==> src/rtl/div16_seq_pkg.sv <==
// Shared constants and carry-lookahead helpers for the sequential divider.
package div16_seq_pkg;

    localparam int WIDTH = 16;  // operand width; the adder is fixed at 16 bits
    localparam int CNT_W = 4;   // iteration counter width, log2(WIDTH)

    // FSM encoding
    localparam logic [1:0] S_IDLE = 2'd0;
    localparam logic [1:0] S_RUN  = 2'd1;
    localparam logic [1:0] S_DONE = 2'd2;

    // Quotient reported on divide-by-zero
    localparam logic [WIDTH-1:0] DBZ_QUOT = 16'hFFFF;

    // Last iteration index loaded into the counter on an accepted start
    localparam logic [CNT_W-1:0] CNT_LAST = 4'(WIDTH - 1);

    // Carries into each bit of a 4-bit lookahead block, c[0] is the carry-in.
    function automatic logic [3:0] cla_carries(input logic [3:0] g,
                                               input logic [3:0] p,
                                               input logic       c0);
        logic [3:0] c;
        c[0] = c0;
        c[1] = g[0] | (p[0] & c0);
        c[2] = g[1] | (p[1] & g[0]) | (p[1] & p[0] & c0);
        c[3] = g[2] | (p[2] & g[1]) | (p[2] & p[1] & g[0]) | (p[2] & p[1] & p[0] & c0);
        return c;
    endfunction

    // Block generate of a 4-bit lookahead block.
    function automatic logic cla_group_g(input logic [3:0] g,
                                         input logic [3:0] p);
        return g[3] | (p[3] & g[2]) | (p[3] & p[2] & g[1]) | (p[3] & p[2] & p[1] & g[0]);
    endfunction

endpackage

==> src/rtl/div16_seq_add16.sv <==
// Two-level 16-bit carry-lookahead adder: four 4-bit blocks plus a
// second-level lookahead unit over the block generate/propagate signals.
module add16
    import div16_seq_pkg::*;
(
    input  logic [15:0] a_i,
    input  logic [15:0] b_i,
    input  logic        cin_i,
    output logic [15:0] sum_o,
    output logic        cout_o
);

    logic [15:0] g;
    logic [15:0] p;
    logic [15:0] c;
    logic [3:0]  grp_g;
    logic [3:0]  grp_p;
    logic [3:0]  grp_c;

    assign g = a_i & b_i;
    assign p = a_i ^ b_i;

    // First level: per-block generate/propagate and in-block carries
    for (genvar j = 0; j < 4; j++) begin : g_blk
        assign grp_g[j]     = cla_group_g(g[4*j +: 4], p[4*j +: 4]);
        assign grp_p[j]     = &p[4*j +: 4];
        assign c[4*j +: 4]  = cla_carries(g[4*j +: 4], p[4*j +: 4], grp_c[j]);
    end

    // Second level: carries into each block and the final carry-out
    assign grp_c  = cla_carries(grp_g, grp_p, cin_i);
    assign cout_o = cla_group_g(grp_g, grp_p) | ((&grp_p) & cin_i);
    assign sum_o  = p ^ c;

endmodule

==> src/rtl/div16_seq.sv <==
// Sequential 16-bit unsigned restoring divider. One trial subtraction per
// cycle through the shared CLA adder used as A + ~B + 1.
module div16_seq
    import div16_seq_pkg::*;
(
    input  logic              clk,
    input  logic              rst,
    input  logic              start,
    input  logic [WIDTH-1:0]  dividend,
    input  logic [WIDTH-1:0]  divisor,
    output logic              busy,
    output logic              done,
    output logic              dbz,
    output logic [WIDTH-1:0]  quotient,
    output logic [WIDTH-1:0]  remainder
);

    logic [1:0]       state_q,     state_d;
    logic [CNT_W-1:0] count_q,     count_d;
    logic [WIDTH-1:0] rem_acc_q,   rem_acc_d;
    logic [WIDTH-1:0] quo_acc_q,   quo_acc_d;
    logic [WIDTH-1:0] divisor_q,   divisor_d;
    logic [WIDTH-1:0] quotient_q,  quotient_d;
    logic [WIDTH-1:0] remainder_q, remainder_d;
    logic             dbz_q,       dbz_d;

    // Datapath for one restoring step
    logic [WIDTH:0]   shifted;     // {rem_acc, next dividend bit}
    logic [WIDTH-1:0] divisor_n;
    logic [WIDTH-1:0] trial;
    logic             no_borrow;
    logic             ok;
    logic [WIDTH-1:0] rem_step;
    logic [WIDTH-1:0] quo_step;

    assign shifted   = {rem_acc_q, quo_acc_q[WIDTH-1]};
    assign divisor_n = ~divisor_q;

    add16 u_sub (
        .a_i    (shifted[WIDTH-1:0]),
        .b_i    (divisor_n),
        .cin_i  (1'b1),
        .sum_o  (trial),
        .cout_o (no_borrow)
    );

    // A set top bit means the shifted value already exceeds any 16-bit
    // divisor, so the subtraction succeeds even though the adder sees only
    // the low 16 bits; the truncated difference is then exact.
    assign ok       = no_borrow | shifted[WIDTH];
    assign rem_step = ok ? trial : shifted[WIDTH-1:0];
    assign quo_step = {quo_acc_q[WIDTH-2:0], ok};

    // Next-state logic: operand capture, iteration, result load on DONE entry
    always_comb begin
        state_d     = state_q;
        count_d     = count_q;
        rem_acc_d   = rem_acc_q;
        quo_acc_d   = quo_acc_q;
        divisor_d   = divisor_q;
        quotient_d  = quotient_q;
        remainder_d = remainder_q;
        dbz_d       = dbz_q;
        case (state_q)
            S_IDLE: begin
                if (start) begin
                    if (divisor == '0) begin
                        state_d     = S_DONE;
                        quotient_d  = DBZ_QUOT;
                        remainder_d = dividend;
                        dbz_d       = 1'b1;
                    end else begin
                        state_d   = S_RUN;
                        rem_acc_d = '0;
                        quo_acc_d = dividend;
                        divisor_d = divisor;
                        count_d   = CNT_LAST;
                        dbz_d     = 1'b0;
                    end
                end
            end
            S_RUN: begin
                rem_acc_d = rem_step;
                quo_acc_d = quo_step;
                if (count_q == '0) begin
                    state_d     = S_DONE;
                    quotient_d  = quo_step;
                    remainder_d = rem_step;
                end else begin
                    count_d = count_q - 1'b1;
                end
            end
            S_DONE: begin
                state_d = S_IDLE;
            end
            default: begin
                state_d = S_IDLE;
            end
        endcase
    end

    // State registers with asynchronous reset discarding any partial result
    always_ff @(posedge clk or posedge rst) begin
        if (rst) begin
            state_q     <= S_IDLE;
            count_q     <= '0;
            rem_acc_q   <= '0;
            quo_acc_q   <= '0;
            divisor_q   <= '0;
            quotient_q  <= '0;
            remainder_q <= '0;
            dbz_q       <= 1'b0;
        end else begin
            state_q     <= state_d;
            count_q     <= count_d;
            rem_acc_q   <= rem_acc_d;
            quo_acc_q   <= quo_acc_d;
            divisor_q   <= divisor_d;
            quotient_q  <= quotient_d;
            remainder_q <= remainder_d;
            dbz_q       <= dbz_d;
        end
    end

    // Status decoded straight from the state register, so busy and done
    // are mutually exclusive by construction
    assign busy      = (state_q == S_RUN);
    assign done      = (state_q == S_DONE);
    assign dbz       = dbz_q;
    assign quotient  = quotient_q;
    assign remainder = remainder_q;

endmodule

==> config.mk <==
export PLATFORM = sky130hd
export DESIGN_NAME = div16_seq
export DESIGN_NICKNAME = d
export VERILOG_FILES = /design/src/rtl/div16_seq_pkg.sv /design/src/rtl/div16_seq_add16.sv /design/src/rtl/div16_seq.sv
export SDC_FILE = /design/constraint.sdc
export NUM_CORES = 1
export LEC_CHECK = 0
export CORE_ASPECT_RATIO = 0.6
export CORE_MARGIN = 5
export CORE_UTILIZATION = 49
export CTS_CLUSTER_SIZE = 24
export DETAILED_ROUTE_END_ITERATION = 12
export HOLD_SLACK_MARGIN = 0.15
export PLACE_DENSITY = 0.89
export SLEW_MARGIN = 20
export SYNTH_ARGS = -nofsm -noshare
export SYNTH_HDL_FRONTEND = slang
export SYNTH_SLANG_ARGS = --single-unit
export TNS_END_PERCENT = 5
==> constraint.sdc <==
create_clock -name clk -period 2.85 [get_ports clk]
set_input_delay 0.7125 -clock clk [delete_from_list [all_inputs] [get_ports clk]]
set_output_delay 0.7125 -clock clk [all_outputs]
set_load 0.01 [all_outputs]
# Word-level counts from Yosys, hierarchy flattened

Index checks and enable logic that the tools add are counted.

Register bits: 87
Output and inout port bits: 35

Add/sub/neg operators: 1
Equality and inequality tests: 7
Muxes and demuxes: 24
Bitwise gates (word level): 116
Reductions and logical operators: 15

Operators with widths:

| operator                                                                | number |
|---|---|
| 16-bit two-way mux                                                      | 11 |
| 16-bit one-hot mux with 2 select lines                                  | 4 |
| 1-bit AND                                                               | 64 |
| 1-bit OR                                                                | 47 |
| 16-bit bitwise XOR                                                      | 2 |
| 4-bit AND reduction                                                     | 6 |
| 16-bit AND                                                              | 1 |
| 16-bit zero test                                                        | 1 |
| 16-bit inverter                                                         | 1 |
| 16-bit AND reduction                                                    | 1 |
| 4-bit two-way mux                                                       | 3 |
| 2-bit inequality test, second input constant                            | 4 |
| 4-bit one-hot mux with 2 select lines                                   | 1 |
| 2-bit two-way mux                                                       | 3 |
| 3-bit AND reduction                                                     | 2 |
| 4-bit zero test                                                         | 1 |
| 2-bit one-hot mux with 2 select lines                                   | 1 |
| 2-bit AND reduction                                                     | 2 |
| 4-bit by 1-bit subtractor with 4-bit output, second input constant      | 1 |
| 2-bit by 1-bit == test with 1-bit output, second input constant         | 1 |
| 2-bit == test, second input constant                                    | 1 |
| 2-bit zero test                                                         | 1 |
| 2-bit by 1-bit inequality test with 1-bit output, second input constant | 1 |
| 2-bit nonzero test                                                      | 1 |
| 2 further kinds                                                         | 2 |

# Longest topological paths before layout

Gate-level depths: netlist of run 1.

Depth after elaboration: 16
Gate-level depth with buffers: 14
Mapped depth without buffers: 14

# Hierarchy

From an unflattened synthesis of run 1, not the netlist that was laid out.

Cells, all modules: 427
Area total of the unflattened synthesis: 4688.2 um^2

Modules (own cells, without submodules):

| module    | times used | cells an instance | area an instance (um^2) | seq. area each (um^2) |
|---|---|---|---|---|
| div16_seq | 1          | 341               | 3945.0                  | 2177.1 |
| add16     | 1          | 86                | 743.2                   | 0.0 |

# Least setup slack after synthesis of run 1

OpenSTA, ideal clock, no wires.

Kind: register to register
Start: register rem_acc_q[2]
End: register remainder_q[12] (netlist: remainder[12])
Library setup time: 78 ps
Arrival: 2366 ps
Data required time: 2772 ps
Slack: 407 ps
Cell stages (with the launch flop): 13
Period minus slack after synthesis: 2443 ps
Path through: dfrtp_1 > ha_1 > or3_1 > o22a_2 > inv_1 > nor3_1 > nor2_1 > nor2_1 > a211oi_1 > fa_1 > nand2_1 > o21ai_1 > o21ai_1

Word-level cells in the longest chain between the ends: 12
Elaborated cells between the ends (all ways): 24
Those cells by class: mux: 3; bitwise: 19; reduce/logical: 2

Ends and longest elaborated chain:

| element                                                    | line                                       | text |
|---|---|---|
| from (decl)                                                | div16_seq.sv:20                            | `logic [WIDTH-1:0] rem_acc_q, rem_acc_d;` |
| from (signal assigned)                                     | div16_seq.sv:116                           | `rem_acc_q <= rem_acc_d;` |
| 16-bit bitwise XOR                                         | div16_seq_add16.sv:21                      | `assign p = a_i ^ b_i;` |
| 1-bit AND                                                  | div16_seq_pkg.sv:33                        | `return g[3] \| (p[3] & g[2]) \| (p[3] & p[2] & g[1]) \| (p[3] & p[2] & p[1] & g[0]);` |
| 1-bit OR / 1-bit AND (equally long branches) (2 in series) | div16_seq_pkg.sv:33                        |  |
| 1-bit OR                                                   | div16_seq_pkg.sv:33                        |  |
| 1-bit AND (on tied branches)                               | div16_seq_pkg.sv:26, div16_seq_pkg.sv:33   |  |
| 1-bit OR (on tied branches)                                | div16_seq_pkg.sv:26, div16_seq_pkg.sv:33   |  |
| 1-bit OR (on tied branches)                                | div16_seq_pkg.sv:26, div16_seq_add16.sv:32 |  |
| 16-bit bitwise XOR / 1-bit OR (equally long branches)      | div16_seq_add16.sv:33, div16_seq.sv:50     |  |
| 16-bit two-way mux *                                       | div16_seq.sv:51                            | `assign rem_step = ok ? trial : shifted[WIDTH-1:0];` |
| 16-bit two-way mux *                                       | div16_seq.sv:85                            | `if (count_q == '0) begin` |
| 16-bit one-hot mux with 2 select lines *                   | div16_seq.sv:64                            | `case (state_q)` |
| to (signal assigned)                                       | div16_seq.sv:120                           | `remainder_q <= remainder_d;` |
| to (decl)                                                  | div16_seq.sv:24                            | `logic [WIDTH-1:0] remainder_q, remainder_d;` |

Every way passes the cells marked *; elsewhere a longest branch is shown, timed or not. The select of a mux whose other input is x is not followed.
A chain may end at the register's enable or synchronous reset.

# Final worst setup path of run 1

Start: register quo_acc_q[15]
End: register remainder_q[13] (netlist: remainder[13])

Word-level cells in the longest chain between the ends: 12
Elaborated cells between the ends (all ways): 20
Those cells by class: mux: 3; bitwise: 15; reduce/logical: 2

Ends and longest elaborated chain:

| element                                  | line                  | text |
|---|---|---|
| from (decl)                              | div16_seq.sv:21       | `logic [WIDTH-1:0] quo_acc_q, quo_acc_d;` |
| from (signal assigned)                   | div16_seq.sv:117      | `quo_acc_q <= quo_acc_d;` |
| 16-bit AND                               | div16_seq_add16.sv:20 | `assign g = a_i & b_i;` |
| 1-bit AND                                | div16_seq_pkg.sv:33   |  |
| 1-bit OR                                 | div16_seq_pkg.sv:33   |  |
| 1-bit AND                                | div16_seq_pkg.sv:26   | `c[3] = g[2] \| (p[2] & g[1]) \| (p[2] & p[1] & g[0]) \| (p[2] & p[1] & p[0] & c0);` |
| 1-bit OR (2 in series)                   | div16_seq_pkg.sv:26   |  |
| 1-bit AND                                | div16_seq_pkg.sv:24   | `c[1] = g[0] \| (p[0] & c0);` |
| 1-bit OR                                 | div16_seq_pkg.sv:24   |  |
| 16-bit bitwise XOR                       | div16_seq_add16.sv:33 | `assign sum_o = p ^ c;` |
| 16-bit two-way mux *                     | div16_seq.sv:51       |  |
| 16-bit two-way mux *                     | div16_seq.sv:85       |  |
| 16-bit one-hot mux with 2 select lines * | div16_seq.sv:64       |  |

Marks and branches as above.

==> impl_metrics.ini, run 1 <==
[pwr]
power.switching_w = 0.00373
internal_power_w = 0.00500
power_w = 0.00872
clkPwrFrac_pct = 12.3
leakage_nw = 2.68
p_seq_share_pct = 27.4
combPwrFrac_pct = 60.3
vdd_drop_max_v = 0.000860
power_density_mw_per_mm2 = 1510
swShare_pct = 42.7

[route]
vias = 3782
ant_nets = 0
wire_per_inst_um = 16.8
drc = 0
avgViaCountPerCell = 5.67
dr.first_iter.drc_count = 246
dr.pass1.iters = 5
routed_wirelength_mm = 11.2

[sta]
fin_crit_sh_pct = 95.1
maxSlewHeadroom_pct = 68.8
setup_viol_count_final = 0
final_hold_viol_count = 0
fmax_mhz = 369
worst_slack_ns = 0.140
skew_ns = 0.00521
fin_crit_ns = 2.71
rsz0062_at_grt = true
worst_pin_slew_ns = 0.468
slew_viol_final = 0

[finish]
final_util_pct = 66.5
area_growth_syn_to_layout_pct = 29.7
layout_commonest_cell = dfrtp_1
final_cell_mix = dfrtp_1, clkdlybuf4s50_1, nand2_1
final_nets = 608
fin_area_mm2 = 0.00578
stdcell_count = 667
drive_above_1_share_pct = 12.3
n_antenna_cell = 0

[global_routing]
grt_usage_pct = 20.8
antenna_found_initial = 0
grt_pass1_wl_mm = 18.8
grt.overflow.total = 0
grt_pass1_vias = 3719
grt_start_max_net_pins = 88

[setup_path]
slowest_stage = dfrtp_1
critPathMaxStageDelay_ns = 0.41
critPathKind = register to register
worstSetupStartpoint = quo_acc_q[15]
crit_path_cell_trace = inv_1 -> ha_1 -> o21a_1 -> o22a_2 -> inv_1 -> nor3_1 -> nor2_1 -> nor2_1 -> a211oi_2 -> fa_1 -> xnor2_1 -> nand3_1 -> o21ai_2 -> o22a_1
rr_worst_depth = 14
r2r_slack_ns = 0.14
path_buf_inv = 2
required_ns = 3.08
reg2reg_from = quo_acc_q[15]
crit_cells = 14
rr_endpoint = remainder[13]
worstPathArrival_ns = 2.94
path_delay_family = adder cells
crit_end = remainder[13]
start_kind = register
cp_max_fo = 4
cp-end-kind = register

[logic_synthesis]
synth_fp_nets = 524
async_flop_share_pct = 100
syn_avg_cell_area_um2 = 9.52
synthTopCellsByArea = dfrtp_1, nand2_1, ha_1
ys_warn_count = 0
ys_ff_latch = 87
synth_area_mm2 = 0.00445
seq_area_frac_synth_pct = 48.9
synth-edff-count = 0
yosys.area.top_type_share_pct = 48.9
synthCells = 468
synth.distinct_cells = 48
synth_top_area_cell = dfrtp_1
ys.flop_type = dfrtp_1

[floorplan]
io_pins = 70
start_util_pct = 51.3
std_cell_rows = 26
die-area_mm2 = 0.0112
core_mm2 = 0.00869
fp.dieH_um = 83.8
die_w_um = 133

[cts]
h-tree-depth = 3
cts_root_buf = clkbuf_16
path_clk_slew_ns = 0.06
cts_tree = yes
cts_sinks = 87
cts_made_buffers = 9
clk_latency_ns = 0.34
clk_path_buf_depth = 2
ctsHoldBuffers = 0

[place]
gp_congestion = 0.887
dp.cells = 653
placed_cell_area_mm2 = 0.00550
dpl.hpwl_mm = 8.19
io_buffer_count = 69
pre_cts_ws_ns = -0.128

[run_status]
status = complete, no violations

[job]
drv_cap = 0

[min_path]
hp-class = register to register
==> cell usage after synthesis, types with 3 or more instances <==
cell type,number
a21o_1,17
a21oi_1,36
a31oi_1,5
and3_1,4
buf_2,9
clkbuf_1,12
dfrtp_1,87
fa_1,3
ha_1,18
inv_1,31
mux2_2,16
mux2i_1,11
nand2_1,64
nand3_1,8
nor2_1,51
nor3_1,3
nor4_1,4
o21ai_0,16
o21ai_1,16
o22a_1,8
o22ai_1,3
or3_1,4
xnor2_1,6
xor2_1,7
==> final cells by class <==
type | count | area (um2)
clock buffers | 13 | 260
clock inverters | 1 | 5.00
fillers | 664 | 2910
inverters | 31 | 120
multi-input cells | 326 | 2080
flip-flops and latches | 87 | 2180
well taps | 112 | 140
repair buffers | 97 | 988
==> routing by layer <==
metal | global-route usage (%) | vias to the layer above | routed length [um]
li1 | - | 1770 | -
met1 | 28.1 | 1869 | 5060
met2 | 33.7 | 129 | 5270
met3 | 5.48 | 14 | 742
met4 | 5.09 | 0 | 135
met5 | 0 | - | 0
==> worst min-delay path, delay by kind of cell, from the launching register on <==
kind / cells / cell delay, ns
AOI/OAI and AO/OA: 1 / 0.06
DFF: 1 / 0.36
and+or+nand+nor: 1 / 0.05
==> per-stage QoR <==
step           hold WS (ns)  setup TNS, ns
2_1_floorplan         0.464              0
3_3_place_gp          0.478          -8.17
3_5_place_dp          0.494          -2.72
4_1_cts               0.507              0
5_1_grt               0.528       -0.00767
6_report              0.504              0
==> logic make-up (layout without fill, tap and decap cells) <==
group	count (synthesis)	after routing	share of synthesized area (%)
buf+inv	55	142	4.97
fa+ha+maj	21	21	6.41
simple gates	148	148	14.1
mux	27	27	6.52
flops	87	87	48.9
xor+xnor	13	13	2.56
compound gates	117	117	16.5
==> power groups by stage <==
stage / Clock [W] / Combinational, W / Sequential [W]
after floorplan: 0 / 0.00343 / 0.00238
after global placement: 0 / 0.00488 / 0.00236
after detailed placement: 0 / 0.00514 / 0.00239
after CTS: 0.00109 / 0.00522 / 0.00238
after global routing: 0.00115 / 0.00580 / 0.00246
final: 0.00107 / 0.00526 / 0.00239
==> registers in the layout (all words and copies together) (netlist names) <==
name	cells
count_q	4
dbz	1
divisor_q	16
quo_acc_q	16
quotient	16
rem_acc_q	16
remainder	16
state_q	2
==> what timing repair did <==
item	in CTS	in global routing
endpoints found under the setup margin	0	4
gates resized for setup	0	2
buffers inserted	0	0
==> how the worst min path moves through the flow <==
stage                              from       endpoint  slack (ns)  depth (start not counted)
after floorplan           rem_acc_q[15]  rem_acc_q[15]        0.46                          1
after global placement              dbz            dbz        0.48                          1
after detailed placement   divisor_q[3]   divisor_q[3]        0.49                          1
after CTS                  divisor_q[3]   divisor_q[3]        0.51                          1
after global routing      divisor_q[13]  divisor_q[13]        0.53                          1
final                      quo_acc_q[8]   quo_acc_q[8]        0.50                          2
Note: power is estimated with default switching activity, not from simulation.
==> run 2: changes to the inputs <==
CAP_MARGIN = 20   (was unset)
SKIP_CTS_REPAIR_TIMING = 1   (was unset)
==> results of run 2 <==
Final layout, timing and power as in run 1 (identical DEF).
==> run 3: changes to the inputs <==
ABC_AREA = 1   (was unset)
PLACE_DENSITY = 0.88   (was 0.89)
==> impl_metrics.ini, run 3 <==
[run_status]
status = complete, no violations

[finish]
drive_above_1_share_pct = 11.5
fill_cells = 790
fin_area_mm2 = 0.00596
n_antenna_cell = 0
final_nets = 714
final_util_pct = 61.4
stdcell_count = 798
final_cell_mix = nand2_1, dfrtp_1, inv_1
area_growth_syn_to_layout_pct = 24.2
layout_commonest_cell = nand2_1

[logic_synthesis]
ys_ff_latch = 87
synth.area.mux_share_pct = 0
ys_warn_count = 0
synthTopCellsByArea = dfrtp_1, nand2_1, inv_1
syn_avg_cell_area_um2 = 8.12
yosys.area_share.adder_pct = 5.95
synth_top_area_cell = dfrtp_1
seq_area_frac_synth_pct = 45.4
synth_area_mm2 = 0.00480
synth_simple_gate_area_share_pct = 22.2
ys.flop_type = dfrtp_1
synth_fp_nets = 647
async_flop_share_pct = 100
synth.distinct_cells = 36
synth_top_family_by_area = simple AND/OR/NAND/NOR gates
ys_top_cells_by_count = nand2_1, dfrtp_1, inv_1
synthCells = 591
synth-edff-count = 0
yosysMostFrequentCell = nand2_1
synth_xor_area_share_pct = 1.46
yosys.area.top_type_share_pct = 45.4
synth-compound-area-share_pct = 14.2

[cts]
cts_tree = yes
cts_made_buffers = 9
h-tree-depth = 3
cts_sinks = 87
clk_path_buf_depth = 2
cts_root_buf = clkbuf_16
path_clk_slew_ns = 0.07
clk_latency_ns = 0.35

[sta]
rsz0062_at_grt = false
fin_crit_ns = 2.41
maxSlewHeadroom_pct = 55.6
worst_pin_slew_ns = 0.665
final_hold_viol_count = 0
setup_viol_count_final = 0
setup_tns_ns = 0
skew_ns = 0.00754
fmax_mhz = 414
fin_crit_sh_pct = 84.7
slew_viol_final = 0

[setup_path]
cpMostUsedCell = nand2_1
critPathMaxStageDelay_ns = 0.41
worstPathArrival_ns = 2.65
cp-end-kind = register
start_kind = register
slowest_stage = dfrtp_1
crit_path_cell_trace = ha_1 -> nand2_1 -> inv_1 -> nand2_1 -> nor3_1 -> nand2_1 -> nand2_1 -> inv_1 -> fa_1 -> xnor2_1 -> nand2_2 -> nand3_1 -> o21ai_1 -> inv_2
cp_max_fo = 5
critPathKind = register to register
required_ns = 3.09

[route]
routed_wirelength_mm = 12.1
avgViaCountPerCell = 5.36
wire_per_inst_um = 15.2
drc = 0
dr.first_iter.drc_count = 407
dr.pass1.iters = 5
vias = 4278
ant_nets = 0

[place]
placed_cell_area_mm2 = 0.00565
dpl.hpwl_mm = 9.21
dp.cells = 782
gp_congestion = 0.866
io_buffer_count = 69

[global_routing]
grt.overflow.total = 0
grt_usage_pct = 21.8
grt_pass1_wl_mm = 20.4
grt-busiest-layer = met2
antenna_found_initial = 0
grt.met2_usage_pct = 35.4
grtUsageMet1_pct = 29.2
met3_usage_pct = 5.92
grt_pass1_vias = 4242
grt_start_max_net_pins = 38

[pwr]
power_density_mw_per_mm2 = 1430
leakage_nw = 2.88
vdd_drop_max_v = 0.000706

[floorplan]
die-area_mm2 = 0.0119
std_cell_rows = 28
start_util_pct = 49.4
io_pins = 70
die_w_um = 138
fp.dieH_um = 86.7
core_mm2 = 0.00970

[min_path]
hp-class = register to register

[job]
drv_cap = 0
[run 3: cell type report]
| type | instances | area [um2] | share of cell area [%] |
|---|---|---|---|
| flip-flops and latches | 87 | 2180 | 36.5 |
| clock inverters | 6 | 67.6 | 1.13 |
| inverters | 100 | 379 | 6.36 |
| well taps | 135 | 169 | 2.83 |
| repair buffers | 80 | 823 | 13.8 |
| clock buffers | 10 | 239 | 4.01 |
| multi-input cells | 380 | 2100 | 35.3 |
[run 3: logic make-up (layout without fill, tap and decap cells)]
group,count (synthesis),count (layout)
AOI/OAI and AO/OA,119,119
xor gates and xnor gates,8,8
DFF,87,87
and+or+nand+nor,232,232
adders and majority gates,21,21
buffers and inverters,124,196
[run 3: report_power, final]
group	leakage [nW]	total (W)	internal (W)	switching [W]
combinational	1.72	0.00510	0.00202	0.00309
clock	0.145	0.00122	0.000708	0.000515
sequential	1.02	0.00222	0.00187	0.000350
total	2.88	0.00855	0.00459	0.00395
[run 3: stage by stage]
| stage | setup WS, ns | power (W) | hold WS [ns] |
|---|---|---|---|
| 2_1_floorplan | 0.768 | 0.00586 | 0.451 |
| 3_3_place_gp | 0.322 | 0.00694 | 0.476 |
| 3_5_place_dp | 0.225 | 0.00725 | 0.484 |
| 4_1_cts | 0.461 | 0.00853 | 0.500 |
| 5_1_grt | 0.248 | 0.00931 | 0.521 |
| 6_report | 0.437 | 0.00855 | 0.495 |
[run 3: critical path, delay by kind of cell, from the launching register on]
family                   cells  cell delay (ns)
AO/OA/AOI/OAI                1             0.09
XOR/XNOR                     1             0.15
adder cells (fa/ha/maj)      2             0.73
buffers and inverters        3             0.19
flip-flops                   1             0.41
AND/OR/NAND/NOR              7             0.72
[run 3: metal layers]
layer	vias up	share of wire (%)
li1	2035	-
met1	2041	44
met2	175	47
met3	27	8.0
met4	0	1.7
met5	-	0
[run 3: final timing paths]
kind	start	to	slack [ns]	cells after the start
max	rem_acc_q[9]	remainder[13]	0.44	14
min	remainder[13]	remainder[13]	0.49	2
max reg2reg	rem_acc_q[9]	remainder[13]	0.44	14
min reg2reg	remainder[13]	remainder[13]	0.49	2
max in group asynchronous	rst	divisor_q[8]	1.46	3
min in group asynchronous	rst	quotient[2]	0.81	2
